**config.mk**
```make
export PLATFORM = sky130hd
export DESIGN_NAME = sram_word_responder
export DESIGN_NICKNAME = d
export VERILOG_FILES = /design/src/rtl/sram_word_responder.sv
export SDC_FILE = /design/constraint.sdc
export NUM_CORES = 1
export LEC_CHECK = 0
export BUFFER_PORTS_ARGS = -buffer_cell sky130_fd_sc_hd__buf_2
export CAP_MARGIN = 20
export CORE_MARGIN = 2
export CORE_UTILIZATION = 47
export CTS_BUF_LIST = sky130_fd_sc_hd__clkbuf_8
export DETAILED_ROUTE_END_ITERATION = 16
export GPL_TIMING_DRIVEN = 0
export PLACE_DENSITY = 0.82
export SLEW_MARGIN = 20
export SYNTH_ARGS = -nofsm -noshare
export SYNTH_HDL_FRONTEND = slang
export SYNTH_SLANG_ARGS = --single-unit
```
**constraint.sdc**
```tcl
create_clock -name i_clk -period 2.4 [get_ports i_clk]
set_input_delay 0.72 -clock i_clk [delete_from_list [all_inputs] [get_ports i_clk]]
set_output_delay 0.72 -clock i_clk [all_outputs]
set_load 0.01 [all_outputs]
```
**src/rtl/sram_word_responder.sv**
```systemverilog
// rtl/sram_word_responder.sv - single-word request responder for an asynchronous 32-bit SRAM
// One request in flight; nak holds off the initiator until the access sequence finishes.
module sram_word_responder #(
    parameter int ADDR_W  = 20,
    parameter int RD_WAIT = 2,
    parameter int WR_WAIT = 2
) (
    input  logic              i_clk,
    input  logic              i_rst_n,
    input  logic              i_stb,
    input  logic [31:0]       i_addr,
    input  logic [3:0]        i_dm,
    input  logic [31:0]       i_din,
    output logic [31:0]       o_dout,
    output logic              o_nak,
    output logic [ADDR_W-1:0] o_sram_addr,
    output logic              o_sram_ce_n,
    output logic              o_sram_oe_n,
    output logic              o_sram_we_n,
    output logic [3:0]        o_sram_be_n,
    input  logic [31:0]       i_sram_dq,
    output logic [31:0]       o_sram_dq,
    output logic              o_sram_dq_t
);

    localparam int MAX_WAIT = (RD_WAIT > WR_WAIT) ? RD_WAIT : WR_WAIT;
    localparam int CNT_W    = $clog2(MAX_WAIT) + 1;
    localparam logic [CNT_W-1:0] RD_LOAD = CNT_W'(RD_WAIT - 1);
    localparam logic [CNT_W-1:0] WR_LOAD = CNT_W'(WR_WAIT - 1);

    typedef enum logic [2:0] {
        S_IDLE,
        S_RD_ACC,
        S_WR_SETUP,
        S_WR_PULSE,
        S_WR_HOLD
    } state_t;

    state_t             r_state, w_state;
    logic [CNT_W-1:0]   r_cnt, w_cnt;
    logic               r_nak, w_nak;
    logic [31:0]        r_dout, w_dout;
    logic [ADDR_W-1:0]  r_sram_addr, w_sram_addr;
    logic               r_ce_n, w_ce_n;
    logic               r_oe_n, w_oe_n;
    logic               r_we_n, w_we_n;
    logic [3:0]         r_be_n, w_be_n;
    logic [31:0]        r_dq_o, w_dq_o;
    logic               r_dq_t, w_dq_t;

    // Byte-lane and out-of-range address bits are intentionally dropped.
    logic w_unused_addr_bits;
    assign w_unused_addr_bits = ^{i_addr[31:ADDR_W+2], i_addr[1:0]};

    always_comb begin
        w_state     = r_state;
        w_cnt       = r_cnt;
        w_nak       = r_nak;
        w_dout      = r_dout;
        w_sram_addr = r_sram_addr;
        w_ce_n      = r_ce_n;
        w_oe_n      = r_oe_n;
        w_we_n      = r_we_n;
        w_be_n      = r_be_n;
        w_dq_o      = r_dq_o;
        w_dq_t      = r_dq_t;
        case (r_state)
            S_IDLE: begin
                if (i_stb) begin
                    w_nak       = 1'b1;
                    w_sram_addr = i_addr[ADDR_W+1:2];
                    w_ce_n      = 1'b0;
                    if (i_dm == 4'b0000) begin
                        w_state = S_RD_ACC;
                        w_oe_n  = 1'b0;
                        w_be_n  = 4'b0000;
                        w_cnt   = RD_LOAD;
                    end else begin
                        w_state = S_WR_SETUP;
                        w_dq_t  = 1'b0;
                        w_dq_o  = i_din;
                        w_be_n  = ~i_dm;
                        w_cnt   = WR_LOAD;
                    end
                end
            end
            S_RD_ACC: begin
                if (r_cnt == '0) begin
                    w_dout  = i_sram_dq;
                    w_nak   = 1'b0;
                    w_ce_n  = 1'b1;
                    w_oe_n  = 1'b1;
                    w_be_n  = 4'hF;
                    w_state = S_IDLE;
                end else begin
                    w_cnt = r_cnt - 1'b1;
                end
            end
            S_WR_SETUP: begin
                w_we_n  = 1'b0;
                w_state = S_WR_PULSE;
            end
            S_WR_PULSE: begin
                // Address, lanes and data stay frozen here so the pulse sees stable inputs.
                if (r_cnt == '0) begin
                    w_we_n  = 1'b1;
                    w_state = S_WR_HOLD;
                end else begin
                    w_cnt = r_cnt - 1'b1;
                end
            end
            S_WR_HOLD: begin
                w_nak   = 1'b0;
                w_dq_t  = 1'b1;
                w_ce_n  = 1'b1;
                w_be_n  = 4'hF;
                w_state = S_IDLE;
            end
            default: w_state = S_IDLE;
        endcase
    end

    always_ff @(posedge i_clk or negedge i_rst_n) begin
        if (!i_rst_n) begin
            r_state     <= S_IDLE;
            r_cnt       <= '0;
            r_nak       <= 1'b0;
            r_dout      <= '0;
            r_sram_addr <= '0;
            r_ce_n      <= 1'b1;
            r_oe_n      <= 1'b1;
            r_we_n      <= 1'b1;
            r_be_n      <= 4'hF;
            r_dq_o      <= '0;
            r_dq_t      <= 1'b1;
        end else begin
            r_state     <= w_state;
            r_cnt       <= w_cnt;
            r_nak       <= w_nak;
            r_dout      <= w_dout;
            r_sram_addr <= w_sram_addr;
            r_ce_n      <= w_ce_n;
            r_oe_n      <= w_oe_n;
            r_we_n      <= w_we_n;
            r_be_n      <= w_be_n;
            r_dq_o      <= w_dq_o;
            r_dq_t      <= w_dq_t;
        end
    end

    assign o_dout      = r_dout;
    assign o_nak       = r_nak;
    assign o_sram_addr = r_sram_addr;
    assign o_sram_ce_n = r_ce_n;
    assign o_sram_oe_n = r_oe_n;
    assign o_sram_we_n = r_we_n;
    assign o_sram_be_n = r_be_n;
    assign o_sram_dq   = r_dq_o;
    assign o_sram_dq_t = r_dq_t;

endmodule
```
After elaboration in Yosys (flattened, before gate mapping)
Cells that the tools add are included.
{"block": "totals", "elab_cells": 67, "regBits": 98, "in_bits": 103}
{"block": "op_classes", "bitwise": 2, "add_sub_neg": 1, "eq_ne": 10, "reduce_logical": 18, "n_mux": 25}
{"op": "$reduce_and A3 Y1", "n": 5}
{"op": "$mux W4", "n": 3}
{"op": "$ne A2 B2 Y1 const B", "n": 6}
{"op": "$pmux W3 S4", "n": 1}
{"op": "$pmux W4 S3", "n": 1}
{"op": "$mux W3", "n": 3}
{"op": "$mux W1", "n": 8}
{"op": "$reduce_bool A2 Y1", "n": 4}
{"op": "$eq A3 B2 Y1 const B", "n": 2}
{"op": "$mux W2", "n": 3}
{"op": "$pmux W1 S2", "n": 3}
{"op": "$pmux W1 S3", "n": 2}
{"op": "$reduce_and A2 Y1", "n": 3}
{"op": "$logic_not A4 Y1", "n": 1}
{"op": "$not A4 Y4", "n": 1}
{"op": "$pmux W2 S2", "n": 1}
{"op": "$reduce_and A4 Y1", "n": 1}
{"op": "$eq A3 B1 Y1 const B", "n": 1}
{"op": "$eq A3 B3 Y1 const B", "n": 1}
{"op": "$logic_not A3 Y1", "n": 1}
{"op": "$reduce_bool A3 Y1", "n": 1}
{"op": "$logic_not A2 Y1", "n": 1}
{"op": "$reduce_or A2 Y1", "n": 1}
{"op": "$sub A2 B1 Y2 const B", "n": 1}
{"op": "$not A1 Y1", "n": 1}

Depth between registers and ports, before layout
Gate-level depths: netlist of run 1.
{"block": "depth", "word_depth": 4, "mapped_depth": 6, "depth_no_buf": 5}

Least setup slack after synthesis of run 1
OpenSTA, ideal clock, no wires.
{"block": "synth_path", "path_kind": "input -> register", "from": "in i_stb", "to": "reg r_dq_o[10] (netlist: o_sram_dq[10])", "setup_ns": 0.125, "setup_slack_ns": 0.351, "stages": 5, "arrival_time_ns": 1.924, "path_buffers": 2, "cell_sequence": "or4b_1 buf_6 nor2_8 buf_12 mux2_4"}
{"block": "synth_between", "elab_chain_len": 1}
{"element": "start: declaration", "line": "10", "rtl": "input logic i_stb,"}
{"element": "$reduce_and A3 Y1 (no line)"}
{"element": "end signal: assignment", "line": "146", "rtl": "r_dq_o <= w_dq_o;"}
{"element": "end: declaration", "line": "48", "rtl": "logic [31:0] r_dq_o, w_dq_o;"}
No other way between the ends.
A chain may end at the register's enable or synchronous reset.

Worst setup path in the final report of run 1
{"block": "layout_path", "from": "reg r_cnt[0]", "to": "reg r_dout[15] (netlist: o_dout[15])"}
{"block": "layout_between", "elab_chain_len": 2}
{"element": "start: declaration", "line": "40", "rtl": "logic [CNT_W-1:0] r_cnt, w_cnt;"}
{"element": "start signal: assignment", "line": "138", "rtl": "r_cnt <= w_cnt;"}
{"element": "$logic_not A2 Y1", "line": "88", "rtl": "if (r_cnt == '0) begin"}
{"element": "$reduce_and A2 Y1 (no line)"}
{"element": "end signal: assignment", "line": "140", "rtl": "r_dout <= w_dout;"}
{"element": "end: declaration", "line": "42", "rtl": "logic [31:0] r_dout, w_dout;"}
No other way between the ends.

==> results.txt, run 1 <==
I/O Buffers: 183
Post-synthesis register bit count: 98
Nets: 576
Commonest non-fill, non-tap cells in the layout: 185 x buf_2, 90 x dfrtp_1, 62 x nand2_1
Initial antenna violation count: 0
Core Box Area: 8175 um2
DRC: 0
Min Tclk post-route: 2.086 ns
Synth top area share: 0.5725
Pwr dens: 1317 nW/um2
Setup crit end kind: flop
Clock sink count: 98
Leakage power: 2.696 nW
Routed via count: 2747
Critical-path cell list: inv_1, ha_1, nor4bb_1, clkbuf_1, buf_2, mux2_2
Fillers: 665
Clock transition at path regs: 0.09 ns
CTS root buf: clkbuf_8
Vias per cell: 4.728
Ant. Diodes: 0
Grt ovf: 0
Min-Delay Path Class: in2async
WL per Instance: 13.70 um
First-pass GRT wire length: 12390 um
Row cnt: 33
Slew Limit Fails: 0
Commonest non-fill, non-tap cell in the layout: buf_2
Clock skew: 0.01109 ns
Maximum VDD drop: 0.5965 mV
Worst setup SP type: flop
Clock Tree Buf Depth: 2
Post-Syn Area: 3934 um2
Tot GR Track Use: 0.1771
TNS Setup: 0 ns
Die width: 95.49 um
Die height: 95.49 um
Mapped Nets: 381
Slowest-stage cell, CP: dfrtp_1
Outcome: finished clean
Share of post-route cells with drive strength above 1: 0.5903
Synth area leader: dfrtp_1
Worst slew margin: 0.5518
Max-cap violation count: 0
Cts bufs inserted: 9
Hold buffer count at CTS: 0
Fmax achieved: 0.4794 GHz
Setup Buffers After CTS: 0
Setup CP Type: reg2reg
Worst-Margin Slew: 0.6705 ns
Synth Warn #: 0
Period utilization: 0.8691
Vias in the first global route: 2703
DIE AREA: 9117 um2
Mean post-synth cell area: 14.20 um2
Crit path DAT: 2.32 ns
Post-detail-place hpwl: 6008 um
GPL Wtd Cong: 0.7823
H-tree levels: 3
Post-Route WL: 7961 um
Cts repair resizes: 0
Initial core utilization: 0.4812
Gate Count Post-Synth: 277
TritonCTS clock tree: done
Worst skew pair latency: 0.35 ns
RSZ-0062 raised after global routing: false
Final hold violation count: 0
Worst endpoint required time: 2.63 ns
TritonRoute pass-1 iters: 4
Num ports: 196
Pin count of the biggest net entering global routing: 58
Initial DRC Count: 69
Synthesis-to-finish area growth: 32.35%
Synth top area cells: dfrtp_1 57%, mux2_4 11%, mux2_2 9.7%
Netlist cell types: 33
Seq/Total Area, Yosys: 0.6260
Final Util: 0.6368
Worst-path fanout max: 10
Post-DRT Antenna Nets: 0
CP max stage delay: 0.40 ns
Setup-failing EPs final: 0
-- logic make-up (layout without fill, tap and decap cells) --
group,count (synthesis),count (layout),synth area share
compound gates,19,19,0.03149
flops,98,98,0.6260
buf+inv,18,217,0.03435
fa+ha+maj,1,1,0.003180
simple gates,76,76,0.09065
mux,65,65,0.2144
-- path summary, 6_finish.rpt --
| check | startpoint | endpoint | slack [ns] | depth (start not counted) |
|---|---|---|---|---|
| setup / recovery | r_cnt[0] | o_dout[15] | 0.31 | 6 |
| hold / removal | i_rst_n | o_sram_dq[2] | 0.26 | 1 |
| setup reg to reg | r_cnt[0] | o_dout[15] | 0.31 | 6 |
| hold reg to reg | o_sram_addr[13] | o_sram_addr[13] | 0.48 | 2 |
| max in group asynchronous | i_rst_n | o_sram_we_n | 1.48 | 2 |
| min in group i_clk | o_sram_addr[13] | o_sram_addr[13] | 0.48 | 2 |
-- flip-flops by register name, indices dropped and copies added (netlist names) --
register	flops
o_dout	32
o_sram_dq	32
o_sram_addr	20
o_sram_be_n	4
r_state	3
r_cnt	2
o_nak	1
o_sram_ce_n	1
o_sram_dq_t	1
o_sram_oe_n	1
o_sram_we_n	1
-- synth_stat cells, drive strengths merged --
master and n:
nor4b 1, or2 1, mux2 64, inv 5, or4 1, dfrtp 90
nor2 3, a221oi 1, and4 1, clkbuf 5, nand3 1, a21oi 1
nor3 1, a21boi 1, nor3b 1, nand2b 1, or4b 1, o21a 5
nand2 62, o21ai 6, mux2i 1, nor4 1, dfstp 8, nor4bb 1
buf 8, ha 1, a31oi 3, a21o 1, a22o 1
-- per-stage QoR --
stage          hold WS (ns)  total power [mW]  area [um2]  setup WS (ns)  instances
3_5_place_dp         0.4573             5.919        5015       -0.06064        566
4_1_cts              0.2560             6.946        5200         0.2623        581
6_report             0.2583             6.857        5206         0.3142        581
3_3_place_gp         0.4547             5.794        4981        -0.2457        565
5_1_grt              0.2590             7.376        5206         0.1722        581
2_1_floorplan        0.4244             4.751        3934         0.3513        277
-- area by class of cell --
| cell class | instances | area [um2] | share of cell area |
|---|---|---|---|
| Clock inverter | 6 | 61.31 | 0.01178 |
| Sequential cell | 98 | 2462 | 0.4730 |
| Timing Repair Buffer | 184 | 949.7 | 0.1824 |
| Buffer | 13 | 116.4 | 0.02235 |
| Tap cell | 105 | 131.4 | 0.02523 |
| Clock buffer | 9 | 123.9 | 0.02379 |
| Inverter | 5 | 18.77 | 0.003605 |
| Multi-Input combinational cell | 161 | 1343 | 0.2579 |
-- worst max-delay path: cells and delay by family, from the launching register on --
kind / cells / cell delay [ns]
fa+ha+maj: 1 / 0.23
buf+inv: 3 / 0.68
simple gates: 1 / 0.31
flops: 1 / 0.40
mux: 1 / 0.36
-- metal layers --
layer | up-vias | part of all wire | global-route usage | wire [um]
met3 | 13 | 0.077 | 0.05613 | 610
met5 | - | 0 | 0 | 0
met2 | 113 | 0.49 | 0.2928 | 3894
met1 | 1300 | 0.42 | 0.2164 | 3328
li1 | 1321 | - | - | -
met4 | 0 | 0.016 | 0.07024 | 128
-- report_power, final --
group          total (mW)  leakage, nW  internal (mW)  switching (mW)
clock               0.998       0.0939          0.471           0.527
sequential           2.93         1.17           2.51           0.420
combinational        2.93         1.43           1.57            1.35
total                6.86         2.70           4.56            2.30
No activity file was read; power rests on OpenSTA's default activity.
==> run 2, diff against run 1 <==
==> constraint.sdc (replaced) <==
create_clock -name i_clk -period 2.4 [get_ports i_clk]
set_input_delay 0 -clock i_clk [delete_from_list [all_inputs] [get_ports i_clk]]
set_output_delay 0 -clock i_clk [all_outputs]
set_load 0.01 [all_outputs]
==> run 2 against run 1 <==
  * Global-route usage grew 4.6 points
  * Critical path depth stayed put
  * Register-to-register slack worse by 0.03 ns
==> results.txt, run 2 (synthesis gave the netlist of run 1 again) <==
Outcome: finished clean
Num ports: 196 (unchanged)
FF-to-FF Start: r_cnt[0]
I/O Buffers: 183 (unchanged)
Final hold violation count: 0 (unchanged)
Core Box Area: 8175 um2 (unchanged)
Fillers: 548 (-18%)
Min-Delay Path Class: in2async
Row cnt: 33 (unchanged)
Initial antenna violation count: 0 (unchanged)
FF+latch area: 2462 um2 (unchanged)
Initial DRC Count: 89 (+29%)
GPL Wtd Cong: 0.7823 (unchanged)
Reg2Reg Setup Slack: 0.28 ns (-0.03 ns)
First-pass GRT wire length: 15370 um (+24%)
Setup CP Type: reg2reg
Die height: 95.49 um (unchanged)
Tot GR Track Use: 0.2233 (+0.04611)
Cts bufs inserted: 9 (unchanged)
Period utilization: 0.8819 (+0.01280)
Initial core utilization: 0.4812 (unchanged)
Setup-failing EPs final: 0 (unchanged)
Cts repair resizes: 0 (unchanged)
RSZ-0062 raised after global routing: false
Synthesis-to-finish area growth: 55.25%
Max-cap violation count: 0 (unchanged)
Commonest non-fill, non-tap cell in the layout: buf_2
Sw Share: 0.3413 (+0.005756)
Maximum VDD drop: 0.5821 mV (-2.4%)
Vias in the first global route: 3250 (+20%)
Worst skew pair latency: 0.35 ns (about the same)
Pwr dens: 1157 nW/um2 (-12%)
Worst endpoint required time: 2.63 ns (about the same)
CTS root buf: clkbuf_8
Slew Limit Fails: 0 (unchanged)
Leakage power: 3.072 nW (+14%)
Fmax achieved: 0.4725 GHz (-1.5%)
Vias per cell: 4.686 (-0.90%)
Area of the multi-input gates: 1343 um2 (unchanged)
Commonest non-fill, non-tap cells in the layout: 185 x buf_2, 90 x dlygate4sd3_1, 90 x dfrtp_1
Die width: 95.49 um (unchanged)
Share of post-route cells with drive strength above 1: 0.4965 (-0.09387)
TNS Setup: 0 ns (unchanged)
Worst slew margin: 0.5528 (+0.0009530)
Nets: 666 (+16%)
TritonCTS clock tree: done
Setup Buffers After CTS: 0 (unchanged)
Post-detail-place hpwl: 6008 um (unchanged)
Worst setup SP type: flop
Pin count of the biggest net entering global routing: 58 (unchanged)
Net switching power: 2.411 mW (+4.8%)
R2R depth: 6 (unchanged)
Flop pwr share: 0.419 (-0.009)
DIE AREA: 9117 um2 (unchanged)
Grt ovf: 0 (unchanged)
Clock Tree Buf Depth: 2 (unchanged)
Crit path DAT: 2.35 ns (+0.03 ns)
Combinational share of power: 0.439 (+0.012)
H-tree levels: 3 (unchanged)
Hold buffer count at CTS: 90 (+90)
Worst-Margin Slew: 0.6691 ns (-0.001426 ns)
TritonRoute pass-1 iters: 5 (+1)
DRC: 0 (unchanged)
Clock skew: 0.01099 ns (-0.0001076 ns)
Post-DRT Antenna Nets: 0 (unchanged)
Setup crit end kind: flop
Final Hold Slack: 0.1323 ns (-0.1260 ns)
R2R Path End: o_dout[18]
Worst-path fanout max: 10 (unchanged)
Clock transition at path regs: 0.09 ns (about the same)
Min Tclk post-route: 2.117 ns (+0.03073 ns)
Post-Route WL: 10050 um (+26%)
Clock share of power: 0.142 (-0.003)
Routed via count: 3144 (+14%)
Cell Int Power: 4.654 mW (+2.1%)
Ant. Diodes: 0 (unchanged)
WL per Instance: 14.98 um (+9.3%)
Clock sink count: 98 (unchanged)
[run 2: area by class of cell]
type | instances | share of cell area
flip-flops and latches | 98 | 0.4032
repair buffers | 274 | 0.3030
multi-input cells | 161 | 0.2198
well taps | 105 | 0.02151
clock buffers | 9 | 0.02028
plain buffers | 13 | 0.01905
clock inverters | 6 | 0.01004
inverters | 5 | 0.003073
[run 2: metal layers]
metal  global-route usage  share of wire  vias to the layer above
li1                     -              -                     1503
met1               0.2563           0.40                     1483
met2               0.3961           0.51                      137
met3              0.06087          0.067                       21
met4              0.08690          0.023                        0
met5                    0              0                        -
[run 2: how the worst max path moves through the flow]
stage	startpoint	endpoint	slack (ns)	depth (start not counted)
6_report	r_cnt[0]	o_dout[18]	0.28	6
4_1_cts	r_state[0]	o_sram_addr[4]	0.26	4
3_3_place_gp	r_state[0]	o_sram_addr[18]	0.33	4
3_5_place_dp	r_state[0]	o_sram_addr[4]	0.28	4
5_1_grt	r_cnt[0]	o_dout[25]	0.17	6
2_1_floorplan	r_state[2]	o_sram_dq[10]	0.55	6
[run 2: power by group through the flow]
stage	clock network [mW]	logic (mW)	registers (mW)
2_1_floorplan	0	1.42	3.33
6_report	1.00	3.10	2.96
5_1_grt	1.12	3.37	3.07
3_3_place_gp	0	2.88	2.91
3_5_place_dp	0	2.96	2.96
4_1_cts	1.04	3.08	2.94
[run 2: per-stage QoR]
stage	setup slack [ns]	power, mW	area [um2]	cells	util
floorplan	0.5549	4.751	3934	277	-
global placement	0.3262	5.794	4981	565	0.6093
detailed placement	0.2811	5.919	5015	566	0.6134
CTS	0.2623	7.059	6101	671	0.7463
global route	0.1678	7.563	6107	671	0.7470
finish	0.2834	7.066	6107	671	0.7470
[run 2: worst max-delay path, stage by stage, from the launching register on]
cell      delay, ns
dfrtp_1        0.40
inv_1          0.06
ha_1           0.23
nor4bb_1       0.31
clkbuf_1       0.31
buf_2          0.32
mux2_2         0.38
==> run 3, diff against run 2 <==
--- a/config.mk
+++ b/config.mk
@@ -5,14 +5,15 @@
 export SDC_FILE = /design/constraint.sdc
 export NUM_CORES = 1
 export LEC_CHECK = 0
+export ABC_AREA = 1
 export BUFFER_PORTS_ARGS = -buffer_cell sky130_fd_sc_hd__buf_2
 export CAP_MARGIN = 20
 export CORE_MARGIN = 2
-export CORE_UTILIZATION = 47
+export CORE_UTILIZATION = 48
 export CTS_BUF_LIST = sky130_fd_sc_hd__clkbuf_8
 export DETAILED_ROUTE_END_ITERATION = 16
 export GPL_TIMING_DRIVEN = 0
-export PLACE_DENSITY = 0.82
+export PLACE_DENSITY = 0.83
 export SLEW_MARGIN = 20
 export SYNTH_ARGS = -nofsm -noshare
 export SYNTH_HDL_FRONTEND = slang
==> run 3 against run 2 <==
  * Die area grew 0.66%
  * Clock power rose by 8%
  * Combinational power rose by 2%
  * Non-clock buffer count is 3 higher
  * Global-route usage increased by 4.6 points
  * Sequential cell count unchanged
  * Maximum frequency grew 34%
  * Register-to-register slack gained 0.54 ns
  * Largest cell class unchanged
  * Highest routed layer unchanged
==> results.txt, run 3 <==
Clock skew: 0.008025 ns (-0.002961 ns)
Netlist cell types: 19 (-42%)
Worst setup SP type: flop
Simple-Gate Fraction of Synth Area: 0.1955 (+0.1048)
Post-synthesis register bit count: 98 (unchanged)
Compound-Gate Fraction of Synth Area: 0.08784 (+0.05636)
Core Box Area: 8175 um2 (unchanged)
Final Power: 7.171 mW (+1.5%)
Setup-failing EPs final: 0 (unchanged)
Synth area leader: dfrtp_1
Min-Delay Path Class: in2reg
Post-Syn Area: 4045 um2 (+2.8%)
Worst endpoint required time: 2.69 ns (+0.06 ns)
Outcome: finished clean
Clock transition at path regs: 0.09 ns (about the same)
Post-synth EDFFs: 0 (unchanged)
Grt peak-use layer: met2
Post-DRT Antenna Nets: 0 (unchanged)
Worst Hold Depth: 6
I/O Buffers: 182 (-0.55%)
Nets: 845 (+27%)
Post-Route WL: 12270 um (+22%)
Synth Warn #: 0 (unchanged)
GRT met3 Usage: 0.06578 (+0.004910)
Top cells by count, synth: 153 x nand2_1, 90 x dfrtp_1, 76 x inv_1
Cts bufs inserted: 9 (unchanged)
CTS root buf: clkbuf_8
Ys async rst share: 1.000 (unchanged)
Mapped Nets: 565 (+48%)
Vias in the first global route: 4229 (+30%)
Maximum VDD drop: 0.6782 mV (+17%)
Initial antenna violation count: 0 (unchanged)
Worst skew pair latency: 0.35 ns (about the same)
Worst-path fanout max: 8 (-2)
Synth top area cells: dfrtp_1 56%, nand2_1 14%, o21ai_1 7.9%
Count leader, synth: nand2_1
R2R depth: 8 (+2)
TritonRoute pass-1 iters: 4 (-1)
Gate Count Post-Synth: 461 (+66%)
Synthesis-to-finish area growth: 52.92%
Setup CP Type: reg2reg
Final hold violation count: 0 (unchanged)
Setup ws final: 0.8229 ns (+0.5394 ns)
Post-place instance area: 5121 um2 (+2.1%)
Clock sink count: 98 (unchanged)
Cts repair resizes: 0 (unchanged)
Pin count of the biggest net entering global routing: 54 (-6.9%)
Slew Limit Fails: 0 (unchanged)
Grt ovf: 0 (unchanged)
Routed via count: 4190 (+33%)
Final Hold Slack: 0.02242 ns (-0.1098 ns)
Crit path DAT: 1.87 ns (-0.48 ns)
Met1 Use GR: 0.3109 (+0.05463)
Primary FF master, synth: dfrtp_1
Ant. Diodes: 0 (unchanged)
Commonest non-fill, non-tap cell in the layout: buf_2
Pwr dens: 1159 nW/um2 (+0.20%)
DIE AREA: 9178 um2 (+0.66%)
Max-cap violation count: 0 (unchanged)
Leakage power: 3.547 nW (+15%)
Die height: 95.80 um (+0.33%)
Tot GR Track Use: 0.2692 (+0.04595)
TNS Setup: 0 ns (unchanged)
Mux share of post-synthesis cell area: 0 (-0.2144)
Met2 Use GR: 0.4784 (+0.08231)
Worst-Margin Slew: 0.5456 ns (-0.1235 ns)
RSZ-0062 raised after global routing: false
Initial DRC Count: 162 (+82%)
Row cnt: 33 (unchanged)
Commonest non-fill, non-tap cells in the layout: 189 x buf_2, 153 x nand2_1, 90 x dfrtp_1
Worst slack, placed: 0.8792 ns (+0.5981 ns)
Synth Area in XOR/XNOR: 0 (unchanged)
Num ports: 196 (unchanged)
Post-detail-place hpwl: 7399 um (+23%)
Worst slew margin: 0.6363 (+0.08352)
GPL Wtd Cong: 0.7694 (-1.6%)
Period utilization: 0.6571 (-0.2248)
Clock Tree Buf Depth: 2 (unchanged)
First-pass GRT wire length: 19130 um (+25%)
Main combinational cell family by area after synthesis: simple AND/OR/NAND/NOR gates
Initial core utilization: 0.4948 (+0.01362)
Synth top area share: 0.5568 (-0.01576)
Mean post-synth cell area: 8.775 um2 (-38%)
Fin area: 6186 um2 (+1.3%)
Min Tclk post-route: 1.577 ns (-0.5394 ns)
Share of post-route cells with drive strength above 1: 0.3070 (-0.1895)
WL per Instance: 14.42 um (-3.7%)
Die width: 95.80 um (+0.33%)
DRC: 0 (unchanged)
Fmax achieved: 0.6341 GHz (+34%)
H-tree levels: 3 (unchanged)
Area share of fa/ha/maj cells after synthesis: 0.003093 (-0.00008756)
Setup crit end kind: flop
Seq/Total Area, Yosys: 0.6087 (-0.01723)
Vias per cell: 4.924 (+5.1%)
TritonCTS clock tree: done
## run 3: changes by cell type after synthesis, moves of 27 or more
cell,previous run,this run
inv_1,5,76
mux2_4,30,0
mux2_2,34,0
nand2_1,62,153
o21ai_1,0,64
nand3_1,1,28
## run 3: layout make-up
class,instances,area [um2]
Clock buffer,10,137.6
Timing Repair Buffer,269,1805
Clock inverter,6,66.31
Fill cell,563,1989
Inverter,78,292.8
Tap cell,105,131.4
Sequential cell,98,2462
Buffer,21,131.4
Multi-Input combinational cell,264,1159
## run 3: timing repair
action / CTS / global route
endpoints found under the hold margin: 176 / 0
buffers inserted: 0 / 0
hold buffers: 86 / 0
## run 3: worst paths after layout
kind / start / to / slack (ns)
max in group asynchronous: i_rst_n / o_sram_ce_n / 1.61
max: r_cnt[0] / o_sram_be_n[1] / 0.82
min: i_dm[3] / o_sram_be_n[3] / 0.02
max reg2reg: r_cnt[0] / o_sram_be_n[1] / 0.82
min in group asynchronous: i_rst_n / o_sram_addr[10] / 0.13
min reg2reg: o_sram_be_n[0] / o_sram_be_n[0] / 0.47
## run 3: where the power goes
group	internal (mW)	switching, mW
registers	2.48	0.453
logic	1.27	1.89
clock network	0.513	0.565
## run 3: logic make-up (layout without fill, tap and decap cells)
group	after synthesis	after routing
simple gates	192	192
flops	98	98
compound gates	71	71
fa+ha+maj	1	1
buf+inv	99	384
## run 3: metal layers
| metal | part of all wire | wire (um) | up-vias |
|---|---|---|---|
| met4 | 0.031 | 382 | 0 |
| met2 | 0.52 | 6321 | 198 |
| met3 | 0.066 | 809 | 44 |
| met1 | 0.39 | 4757 | 1990 |
| li1 | - | - | 1958 |
| met5 | 0 | 0 | - |
## run 3: per-stage QoR
stage               cells  utilization
floorplan             461            -
global placement      748       0.6223
detailed placement    749       0.6264
CTS                   851       0.7567
global route          851       0.7567
finish                851       0.7567
## run 3: worst max-delay path, stage by stage, from the launching register on
cell     delay, ns
dfrtp_1       0.40
inv_1         0.08
ha_1          0.19
inv_1         0.10
nand3_2       0.17
nand3_1       0.10
nor2_1        0.28
nand2_1       0.12
nand2_1       0.08
